===== config.mk =====
export PLATFORM = sky130hd
export DESIGN_NAME = ram_byte_loader
export DESIGN_NICKNAME = d
export VERILOG_FILES = /design/src/rtl/ram_byte_loader.sv
export SDC_FILE = /design/constraint.sdc
export NUM_CORES = 1
export LEC_CHECK = 0
export BUFFER_PORTS_ARGS = -buffer_cell sky130_fd_sc_hd__buf_4
export CORE_MARGIN = 2
export CORE_UTILIZATION = 45
export CTS_BUF_LIST = sky130_fd_sc_hd__clkbuf_4 sky130_fd_sc_hd__clkbuf_8
export CTS_CLUSTER_DIAMETER = 40
export DETAILED_ROUTE_END_ITERATION = 10
export PLACE_DENSITY = 0.73
export SYNTH_ARGS = -nofsm -noshare
export SYNTH_HDL_FRONTEND = slang
export SYNTH_SLANG_ARGS = --single-unit

===== constraint.sdc =====
create_clock -name clk -period 3.25 [get_ports clk]
set_input_delay 0.1625 -clock clk [delete_from_list [all_inputs] [get_ports clk]]
set_output_delay 0.1625 -clock clk [all_outputs]
set_load 0.05 [all_outputs]

===== src/rtl/ram_byte_loader.sv =====
// ram_byte_loader
//   Write-side feeder for the message RAM. Collects a byte stream over a
//   valid/ready handshake, packs BPW bytes MSB-first into one msg_width-bit
//   word and writes the words to RAM addresses 0 .. mem_height-1 in order,
//   then reports completion. Every output is launched from posedge clk so it
//   is stable across the RAM's negedge write.
//
//   Build option: define CHECKSUM_EN to append one extra (unwritten) word to
//   every load that is compared against the running sum of all written words.
//   Without it load_err is tied low.
//
// Ports
//   clk         clock, all state changes on posedge
//   rst_n       asynchronous active-low reset
//   start       single-cycle pulse, begins a load (honoured in IDLE/DONE only)
//   byte_in     incoming byte
//   byte_valid  byte_in is valid this cycle
//   byte_ready  block accepts a byte this cycle (state decode only)
//   we          RAM write enable, one clock per word
//   w_addr      RAM write address
//   data_in     RAM write data, holds its last value between writes
//   load_busy   load in progress
//   load_done   all words written, sticky until the next start
//   load_err    checksum mismatch (CHECKSUM_EN builds only)
module ram_byte_loader #(
    parameter int msg_width  = 16,
    parameter int mem_height = 32,
    parameter int addr       = 5
) (
    input  logic                 clk,
    input  logic                 rst_n,
    input  logic                 start,
    input  logic [7:0]           byte_in,
    input  logic                 byte_valid,
    output logic                 byte_ready,
    output logic                 we,
    output logic [addr-1:0]      w_addr,
    output logic [msg_width-1:0] data_in,
    output logic                 load_busy,
    output logic                 load_done,
    output logic                 load_err
);

    localparam int BPW = msg_width / 8;
    localparam int CW  = (BPW > 1) ? $clog2(BPW) : 1;
    localparam logic [CW-1:0]   LAST_BYTE = CW'(BPW - 1);
    localparam logic [addr-1:0] LAST_ADDR = addr'(mem_height - 1);

    typedef enum logic [2:0] {
        IDLE,
        ASSEMBLE,
        WRITE,
        CHECK,
        DONE
    } state_t;

    state_t                 state;
    logic [CW-1:0]          cnt;
    // Only the bytes already received for the current word are kept; the
    // incoming byte completes the word directly from byte_in.
    logic [msg_width-9:0]   shreg;
    logic [msg_width-1:0]   word_next;
    logic                   xfer;

`ifdef CHECKSUM_EN
    logic [msg_width-1:0]   csum;
    logic                   err_q;
    assign load_err = err_q;
`else
    assign load_err = 1'b0;
`endif

    assign byte_ready = (state == ASSEMBLE) || (state == CHECK);
    assign load_busy  = (state == ASSEMBLE) || (state == WRITE) || (state == CHECK);

    always_comb begin
        word_next = {shreg, byte_in};
        xfer      = byte_valid && byte_ready;
    end

    always_ff @(posedge clk or negedge rst_n) begin
        if (!rst_n) begin
            state     <= IDLE;
            cnt       <= '0;
            shreg     <= '0;
            we        <= 1'b0;
            w_addr    <= '0;
            data_in   <= '0;
            load_done <= 1'b0;
`ifdef CHECKSUM_EN
            csum      <= '0;
            err_q     <= 1'b0;
`endif
        end else begin
            case (state)
                IDLE, DONE: begin
                    if (start) begin
                        w_addr    <= '0;
                        cnt       <= '0;
                        load_done <= 1'b0;
`ifdef CHECKSUM_EN
                        csum      <= '0;
                        err_q     <= 1'b0;
`endif
                        state     <= ASSEMBLE;
                    end
                end

                ASSEMBLE: begin
                    if (xfer) begin
                        shreg <= word_next[msg_width-9:0];
                        if (cnt == LAST_BYTE) begin
                            data_in <= word_next;
                            we      <= 1'b1;
                            cnt     <= '0;
`ifdef CHECKSUM_EN
                            csum    <= csum + word_next;
`endif
                            state   <= WRITE;
                        end else begin
                            cnt <= cnt + CW'(1);
                        end
                    end
                end

                WRITE: begin
                    we <= 1'b0;
                    if (w_addr == LAST_ADDR) begin
`ifdef CHECKSUM_EN
                        state     <= CHECK;
`else
                        load_done <= 1'b1;
                        state     <= DONE;
`endif
                    end else begin
                        w_addr <= w_addr + addr'(1);
                        state  <= ASSEMBLE;
                    end
                end

`ifdef CHECKSUM_EN
                // Trailing checksum word: assembled like data but never written.
                CHECK: begin
                    if (xfer) begin
                        shreg <= word_next[msg_width-9:0];
                        if (cnt == LAST_BYTE) begin
                            cnt       <= '0;
                            err_q     <= (word_next != csum);
                            load_done <= 1'b1;
                            state     <= DONE;
                        end else begin
                            cnt <= cnt + CW'(1);
                        end
                    end
                end
`endif

                default: state <= IDLE;
            endcase
        end
    end

endmodule


# Word-level counts from Yosys, hierarchy flattened
# Index checks and enable logic that the tools add are counted.
# totals
register_bits,35
out_inout_bits,26
# classes
n_mux,17
eq_ne,10
reduce_logical,16
n_addsub,2
# ops
op,count
$reduce_and A3 Y1,6
$mux W3,4
$mux W5,2
$pmux W5 S2,1
$pmux W3 S3,1
$ne A2 B2 Y1 const B,4
$eq A3 B2 Y1 const B,2
$mux W1,6
$pmux W1 S2,3
$reduce_bool A2 Y1,3
$add A5 B1 Y5 const B,1
$eq A5 B5 Y1 const B,1
$eq A3 B1 Y1 const B,1
$eq A3 B3 Y1 const B,1
$logic_not A3 Y1,1
$logic_or A1 B1 Y1,3
$ne A2 B1 Y1 const B,1
$reduce_and A2 Y1,1
$reduce_or A2 Y1,1
$add A1 B1 Y1 const B,1
$logic_and A1 B1 Y1,1

# Longest topological paths before layout
# Gate-level depths: netlist of run 1.
# depth
depth_word,5
mapped_depth,6
ltp_nobuf,6

# Least setup slack after synthesis of run 1
# OpenSTA, ideal clock, no wires.
# synth_path
path_kind,register to register
start,reg w_addr[0]
end,reg w_addr[3]
arrival_time_ns,2.035
setup_time_ns,0.128
period_less_slack_ns,2.163
path_buffers,0
path_slack_ns,1.087
stages_incl_launch_ff,7
path_cell_list,dfrtp_1 ha_1 and3_1 ha_1 or3b_4 a221oi_1 o2bb2ai_1
# synth_between
elab_chain_cells,3
# synth_rtl
item,line,rtl
"start, declared",37,"output logic [addr-1:0] w_addr,"
"start signal, assigned",136,w_addr <= w_addr + addr'(1);
$add A5 B1 Y5 or $eq A5 B5 Y1 (tied branches),"136, 128",
$mux W5 or $ne A2 B2 Y1 (tied branches),n/a,
$pmux W5 S2 or $reduce_and A3 Y1 (tied branches),n/a,
# Several ways; a longest one is shown, not always the timed one. The select of a mux whose other input is x is not followed.
# A chain may end at the register's enable or synchronous reset.

# Final worst setup path of run 1
# Same ends and word-level chain as after synthesis.

==> flow_summary.ini, run 1 <==
[run_status]
status = completed

[routing]
first_pass_iters = 4
wl_per_cell_um = 13.4
via_per_inst = 4.93
highest_layer = met3
drc = 0
drt_iter0_markers = 63
routed_wirelength_um = 2680
met2_length_um = 1240
antenna_left = 0
wl_met3_um = 208
vias = 986
wl_met1_um = 1230

[yosys]
yosys_register_bits = 35
yosysSeqAreaShare_pct = 55.9
syn_avg_cell_area_um2 = 13.6
yosys_warnings = 0
syn_area_um2 = 1570
syn-num-nets = 129
async_reset_ff_share_pct = 100
synthTopCellsByArea = dfrtp_1 (56%), mux2_2 (12%), mux2_4 (7.7%)
synth_cell_type_count = 30
syn_inst = 115
synth_top_area_share_pct = 55.9
synth_largest_area_cell = dfrtp_1
synthFlopType = dfrtp_1
synth_edf_count = 0

[critical_path]
crit_path_start_kind = register
cp.arrival_ns = 2.28
required_ns = 3.47
cp-end-kind = register
critical_path_class = reg -> reg
cp_max_fo = 6

[pwr]
powerDensity_nw_per_um2 = 1080
totalPowerFinal_w = 0.00207
vdd_drop_max_v = 0.000564
p_leak_nw = 0.907

[sta]
finClkSkew_ns = 0.00733
timing.final.max_slew_violations = 0
post-route-period-util_pct = 63.5
max_slew_margin_pct = 64.3
tightest_slew_ns = 0.535
final_hold_viol_count = 0
setup_tns_ns = 0
setup_violations = 0
period_minus_slack_ns = 2.06
whs_ns = 0.0650
max_freq_mhz = 485
rsz0062_at_grt = false

[place]
routabilityCongestion = 0.861
place.detailed.hpwl_um = 1970
io_buffers = 36

[global_route]
antenna_found_initial = 0
grt_pass1_vias = 1012
grt_util_all_layers_pct = 15.2
grt_overflow = 0
grt_pass1_wl_um = 4640
grt_max_degree = 36

[die]
die_area_um2 = 3970
initial_core_util_pct = 46.9
die_w_um = 63
coreArea_um2 = 3340
num_io_pins = 38
fp-row-count = 21
die_y_um = 63

[cts]
clockBufferDepth = 2
cts_buffers = 5
cts_tree = built
root_buffer = clkbuf_4
ctsHtreeMaxLevel = 2
insertion_delay_ns = 0.33
post-cts-setup-buffers = 0
cts.sinks = 35
clkTransAtPathRegs_ns = 0.10

[cells_and_area]
diodes = 0
nets = 167
syn2layout_area_growth_pct = 22.8
final_cell_mix = buf_4 (37), dfrtp_1 (35), mux2_2 (16), mux2_4 (8), nor2_1 (7)
final_common_cell = buf_4
layout-drive-gt1-share_pct = 48.1

[min_path]
hold_class = in -> reg

[job]
maxCapViolCount = 0
==> final cells by class <==
type / instances / area (um2)
Fill cell: 295 / 1410
Sequential cell: 35 / 876
Multi-Input combinational cell: 68 / 611
Timing Repair Buffer: 38 / 288
Clock buffer: 8 / 72.6
Tap cell: 46 / 57.6
Inverter: 5 / 18.8
==> worst max-delay path, stage by stage, from the launching register on <==
cell and delay, ns:
dfrtp_1 0.44, ha_1 0.25, and3_1 0.19, ha_1 0.25, or3b_4 0.42, a221oi_1 0.30, o2bb2ai_1 0.12
==> final timing paths <==
kind / start / endpoint / slack (ns) / cells after the start
max in group asynchronous: rst_n / shreg[6] / 2.64 / 2
worst max register to register: w_addr[0] / w_addr[3] / 1.19 / 6
worst min register to register: cnt / cnt / 0.48 / 1
worst max-delay path: w_addr[0] / w_addr[3] / 1.19 / 6
worst min-delay path: byte_in[6] / data_in[6] / 0.06 / 2
min in group asynchronous: rst_n / w_addr[3] / 0.30 / 2
==> kinds of logic after synthesis <==
logic type                 count (synthesis)  share of synthesized area [%]
other                                      1                          0.239
buffers and inverters                     12                           5.51
AOI/OAI and AO/OA                         13                           5.83
and+or+nand+nor                           24                           9.18
adders and majority gates                  2                           1.60
muxes                                     28                           21.7
DFF                                       35                           55.9
==> synthesized netlist by cell type, types with 2 or more instances <==
cell type and number:
a21oi_1 3, and3_1 2, buf_2 2, buf_4 2, buf_6 2, dfrtp_1 35, ha_1 2, inv_1 5
mux2_2 16, mux2_4 8, mux2i_1 4, nand2_1 4, nand2b_1 2, nor2_1 7, nor3b_1 2, o21ai_0 5
==> power breakdown <==
part	total [W]	switching (W)	leakage (nW)	internal, W
logic	0.00107	0.000647	0.435	0.000422
registers	0.000733	0.000119	0.431	0.000614
clock network	0.000270	0.000135	0.0420	0.000136
==> per-stage QoR <==
step | std cells | worst slack, ns | util (%) | instance area, um2
after floorplan | 115 | 1.09 | - | 1570
after global placement | 191 | 1.31 | 55.2 | 1840
after detailed placement | 191 | 1.20 | 55.2 | 1840
after CTS | 200 | 1.19 | 57.6 | 1920
after global routing | 200 | 1.04 | 57.6 | 1920
final | 200 | 1.19 | 57.6 | 1920
==> registers in the layout (all words and copies together) (netlist names) <==
| register | count |
|---|---|
| shreg | 8 |
| w_addr | 5 |
| state | 3 |
| data_in | 16 |
| cnt | 1 |
| we | 1 |
| load_done | 1 |
==> metal layers <==
layer	GRT usage (%)	vias to the layer above
met3	7.03	0
li1	-	472
met1	19.3	479
met5	0	-
met2	22.7	35
met4	5.28	0
==> repair_timing <==
action	4_1_cts	5_1_grt
endpoints found under the hold margin	35	0
hold buffers	1	0
gates resized for setup	0	0
Power figures use the tool's default switching activity.
==> inputs of run 2 (changes only) <==
--- a/config.mk
+++ b/config.mk
@@ -11,7 +11,7 @@
 export CTS_BUF_LIST = sky130_fd_sc_hd__clkbuf_4 sky130_fd_sc_hd__clkbuf_8
 export CTS_CLUSTER_DIAMETER = 40
 export DETAILED_ROUTE_END_ITERATION = 10
-export PLACE_DENSITY = 0.73
+export PLACE_DENSITY = 0.76
 export SYNTH_ARGS = -nofsm -noshare
 export SYNTH_HDL_FRONTEND = slang
 export SYNTH_SLANG_ARGS = --single-unit
==> constraint.sdc (replaced) <==
create_clock -name clk -period 1.75 [get_ports clk]
set_input_delay 0.0875 -clock clk [delete_from_list [all_inputs] [get_ports clk]]
set_output_delay 0.0875 -clock clk [all_outputs]
set_load 0.05 [all_outputs]
==> run 2 against run 1 <==
Net effect:
- the flow now finishes with violations (negative setup slack)
- clock skew increased by 0.012 ns
- flip-flop and latch count is the same
- critical path depth is 1 higher
- hold slack worse by 0.052 ns
- final area rose by 12%
- via count grew 11%
- total power is 93% higher
- combinational power up 100%
- largest power group unchanged
==> flow_summary.ini, run 2 (synthesis results as in run 1) <==
[run_status]
status = finished, violations left
violations = negative setup slack

[routing]
wl_per_cell_um = 14.4
routed_wirelength_um = 3160
drc = 0
wl_met3_um = 167
first_pass_iters = 4
vias = 1098
met2_length_um = 1590
via_per_inst = 4.99
wl_met1_um = 1370
antenna_left = 0
highest_layer = met4
drt_iter0_markers = 58

[die]
num_io_pins = 38
die_w_um = 63
fp-row-count = 21
die_y_um = 63
die_area_um2 = 3970
initial_core_util_pct = 46.9
coreArea_um2 = 3340

[sta]
period_minus_slack_ns = 1.82
max_freq_mhz = 548
whs_ns = 0.0134
final_hold_viol_count = 0
post-route-period-util_pct = 104
finClkSkew_ns = 0.0197
timing.final.max_slew_violations = 0
rsz0062_at_grt = true
fin_ws_ns = -0.0742
setup_violations = 5

[cts]
clkTransAtPathRegs_ns = 0.12
cts_tree = built
cts.sinks = 35
ctsHtreeMaxLevel = 2
insertion_delay_ns = 0.34
clockBufferDepth = 2
root_buffer = clkbuf_4
cts_buffers = 5

[cells_and_area]
nets = 187
syn2layout_area_growth_pct = 36.9
top_regs = data_in: 16 flops, shreg: 8 flops, w_addr: 5 flops
final_common_cell = buf_4
fin_cells = 220
largest_register = data_in
diodes = 0
final_cell_mix = buf_4 (48), dfrtp_1 (33), mux2_2 (16), dlygate4sd3_1 (9), mux2_4 (8)
largest_reg_flops = 16
fill_cells = 269
layout-drive-gt1-share_pct = 52.9

[critical_path]
required_ns = 1.96
r2r_end = w_addr[2]
critical_path_class = reg -> reg
crit_path_start_kind = register
reg2regPathDepth = 7
cp.arrival_ns = 2.04
reg2reg_from = w_addr[1]
r2r_setup_slack_ns = -0.07
cp-end-kind = register
cp_max_fo = 4

[place]
io_buffers = 36
dp.cells = 199
routabilityCongestion = 0.820
place.detailed.hpwl_um = 2170

[job]
maxCapViolCount = 0

[pwr]
powerDensity_nw_per_um2 = 1870
vdd_drop_max_v = 0.00101
p_leak_nw = 0.998
totalPowerFinal_w = 0.00401

[min_path]
worstHoldStart = start
hold_class = in -> reg
min_to = state[2]
hold_depth = 4

[global_route]
antenna_found_initial = 0
grt_pass1_wl_um = 5550
grt_overflow = 0
grt_pass1_vias = 1214
grt_util_all_layers_pct = 18.2
grt_max_degree = 36
## run 2: critical path, cell delays in order (launching register included)
cell	delay [ns]
dfrtp_2	0.44
ha_4	0.17
and3_4	0.18
ha_4	0.15
or3b_4	0.39
a21oi_4	0.20
buf_4	0.14
o21ai_1	0.05
## run 2: metal layers
layer	GRT usage (%)	up-vias
met3	6.31	6
met2	30.2	39
met1	21.7	538
met4	6.94	0
met5	0	-
li1	-	515
## run 2: worst max-delay path by stage
stage | to | from | depth (start not counted) | slack [ns]
finish | w_addr[2] | w_addr[1] | 7 | -0.07
global placement | w_addr[1] | w_addr[1] | 6 | -0.01
CTS | w_addr[1] | w_addr[1] | 6 | -0.07
floorplan | w_addr[1] | w_addr[0] | 6 | -0.16
detailed placement | w_addr[1] | w_addr[1] | 6 | -0.07
global route | w_addr[1] | w_addr[1] | 6 | -0.13
## run 2: metrics by stage
stage | worst slack, ns | instance area, um2 | setup TNS [ns] | util, %
after global placement | -0.0110 | 1950 | -0.0170 | 58.5
after CTS | -0.0671 | 2120 | -0.192 | 63.6
after global routing | -0.127 | 2140 | -0.496 | 64.3
final | -0.0742 | 2140 | -0.220 | 64.3
after detailed placement | -0.0745 | 1950 | -0.179 | 58.5
after floorplan | -0.163 | 1610 | -0.665 | -
## run 2: power by group
part	leakage [nW]	total, W	switching [W]	internal, W
clock	0.0420	0.000509	0.000257	0.000252
sequential	0.428	0.00134	0.000201	0.00114
combinational	0.528	0.00215	0.00127	0.000882
total	0.998	0.00401	0.00173	0.00228
## run 2: repair_timing
action | in CTS | in global routing
gates resized for setup | 0 | 1
setup buffers | 1 | 3
hold buffers | 9 | 0
pin swaps | 1 | 0
endpoints found under the setup margin | 4 | 5
hold endpoints to repair | 51 | 0
## run 2: final cells by class
| cell class | instances | area (um2) | area share, % |
|---|---|---|---|
| tap | 46 | 57.6 | 2.68 |
| inverter | 5 | 18.8 | 0.875 |
| timing repair buffer | 58 | 470 | 21.9 |
| clock buffer | 8 | 72.6 | 3.38 |
| multi-input combinational | 68 | 647 | 30.2 |
| sequential | 35 | 878 | 41.0 |
==> inputs of run 3 (changes only) <==
--- a/config.mk
+++ b/config.mk
@@ -6,12 +6,14 @@
 export NUM_CORES = 1
 export LEC_CHECK = 0
 export BUFFER_PORTS_ARGS = -buffer_cell sky130_fd_sc_hd__buf_4
+export CELL_PAD_IN_SITES_DETAIL_PLACEMENT = 1
+export CELL_PAD_IN_SITES_GLOBAL_PLACEMENT = 1
 export CORE_MARGIN = 2
-export CORE_UTILIZATION = 45
+export CORE_UTILIZATION = 28
 export CTS_BUF_LIST = sky130_fd_sc_hd__clkbuf_4 sky130_fd_sc_hd__clkbuf_8
 export CTS_CLUSTER_DIAMETER = 40
 export DETAILED_ROUTE_END_ITERATION = 10
-export PLACE_DENSITY = 0.76
+export PLACE_DENSITY = 0.62
 export SYNTH_ARGS = -nofsm -noshare
 export SYNTH_HDL_FRONTEND = slang
 export SYNTH_SLANG_ARGS = --single-unit
==> run 3 against run 2 <==
Net effect:
- largest power group unchanged
- die area rose by 56%
- critical endpoint is now w_addr[4]
- global-route usage fell by 5.3 points
- core utilization fell by 24 points
- combinational power barely moved
- register-to-register slack better by 0.02 ns
- non-clock buffer count down 9
- clock power grew 73%
- critical path type unchanged
- the run still ends with negative setup slack left
- largest cell class unchanged
- total power grew 9.0%
- cell count grew 7.7%
- flip-flop and latch count unchanged
- routed wire length grew 12%
==> flow_summary.ini, run 3 (synthesis results as in run 1) <==
[global_route]
grt_max_degree = 36
antenna_found_initial = 0
grt_util_all_layers_pct = 12.9
grt_overflow = 0
grt_pass1_wl_um = 6110
grt_pass1_vias = 1209

[sta]
setup_violations = 3
post-route-period-util_pct = 103
timing.final.max_slew_violations = 0
whs_ns = 0.0386
finClkSkew_ns = 0.00952
max_freq_mhz = 554
rsz0062_at_grt = true
fin_ws_ns = -0.0557
period_minus_slack_ns = 1.81
setup_tns_ns = -0.145
final_hold_viol_count = 0

[pwr]
pwr-share-seq_pct = 30.7
p_leak_nw = 0.991
p_sw_w = 0.00177
powerDensity_nw_per_um2 = 2010
p_int_w = 0.00260
sw_frac_of_total_pct = 40.5
combPwrFrac_pct = 49.1
vdd_drop_max_v = 0.00105
p_clk_share_pct = 20.2

[routing]
antenna_left = 0
routed_wirelength_um = 3540
wl_per_cell_um = 14.9
drc = 0
via_per_inst = 4.54
vias = 1075
drt_iter0_markers = 36
first_pass_iters = 4

[critical_path]
required_ns = 1.96
cp.arrival_ns = 2.01
cp_common_cell = ha_4
path_delay_family = simple AND/OR/NAND/NOR gates
crit_path_start_kind = register
cp-end-kind = register
path_buf_inv = 0
cp_slowest_stage_delay_ns = 0.43
critical_path_class = reg -> reg
cp_max_fo = 4
crit_chain = ha_4, and3_4, ha_4, or3b_4, a21oi_4, mux2i_1
cp_slowest_cell = dfrtp_2

[die]
fp-row-count = 27
die_area_um2 = 6210
num_io_pins = 38
initial_core_util_pct = 28.8
die_w_um = 78.8
coreArea_um2 = 5440
die_y_um = 78.8

[cells_and_area]
largest_register = data_in
fin_cells = 237
diodes = 0
final_common_cell = buf_4
layout-drive-gt1-share_pct = 55.8
regArea_um2 = 878
largest_reg_flops = 16
fill_cells = 589
top_regs = data_in: 16 flops, shreg: 8 flops, w_addr: 5 flops
syn2layout_area_growth_pct = 38.4
multi_input_area_um2 = 649
nets = 178
final_cell_mix = buf_4 (46), dfrtp_1 (33), mux2_2 (16), mux2_4 (8), nor2_1 (6)

[cts]
insertion_delay_ns = 0.28
ctsHtreeMaxLevel = 2
cts_tree = built
cts_buffers = 5
clockBufferDepth = 2
clkTransAtPathRegs_ns = 0.07
cts.sinks = 35
root_buffer = clkbuf_8

[run_status]
status = finished, violations left
violations = negative setup slack

[place]
dp.cells = 226
io_buffers = 36
place.detailed.hpwl_um = 2460
routabilityCongestion = 0.788

[min_path]
hold_class = in -> reg

[job]
maxCapViolCount = 0
-- run 3: cell types whose count changed in the layout (fill, tap and decap cells not counted), moves of 2 or more --
| cell | change |
|---|---|
| dlygate4sd3_1 | -8 |
| clkbuf_4 | -5 |
| clkbuf_8 | +3 |
| buf_4 | -2 |
| bufinv_16 | +2 |
-- run 3: layout make-up --
type | instances | share of cell area (%)
timing repair buffer | 49 | 18.2
clock buffer | 6 | 3.52
sequential | 35 | 40.5
inverter | 5 | 0.866
multi-input combinational | 68 | 29.9
clock inverter | 2 | 2.77
tap | 72 | 4.15
-- run 3: routing by layer --
metal	routed length (um)	vias up	part of all wire, %	GRT usage [%]
li1	-	493	-	-
met5	0	-	0	0
met2	1690	31	48	20.0
met3	209	4	5.9	5.45
met4	36	0	1.0	3.68
met1	1600	547	45	16.3
-- run 3: final timing paths --
path / from / endpoint / slack (ns) / cells past startpoint
min in group asynchronous: rst_n / data_in[15] / 0.29 / 2
hold / removal: byte_in[7] / data_in[7] / 0.04 / 2
hold reg to reg: cnt / cnt / 0.48 / 1
setup reg to reg: w_addr[0] / w_addr[4] / -0.06 / 6
max in group asynchronous: rst_n / w_addr[1] / 1.11 / 2
setup / recovery: w_addr[0] / w_addr[4] / -0.06 / 6
-- run 3: stage by stage --
stage | power [W] | setup WS [ns] | util [%] | area (um2)
after floorplan | 0.00289 | -0.163 | - | 1610
after global placement | 0.00347 | -0.0123 | 36.9 | 2000
after detailed placement | 0.00352 | -0.0953 | 36.9 | 2000
after CTS | 0.00443 | -0.0730 | 39.8 | 2170
after global routing | 0.00462 | -0.117 | 39.9 | 2170
final | 0.00437 | -0.0557 | 39.9 | 2170
-- run 3: power by group through the flow --
stage	clock [W]	sequential (W)	combinational, W
after floorplan	0	0.00204	0.000847
after global placement	0	0.00134	0.00213
after detailed placement	0	0.00135	0.00217
after CTS	0.000907	0.00135	0.00218
after global routing	0.000959	0.00139	0.00227
final	0.000881	0.00134	0.00215
-- run 3: timing repair --
action,4_1_cts,5_1_grt
hold buffers,1,0
endpoints found under the hold margin,35,0
endpoints found under the setup margin,4,6
pin swaps,1,0
resized for setup,0,1
buffers inserted,2,0
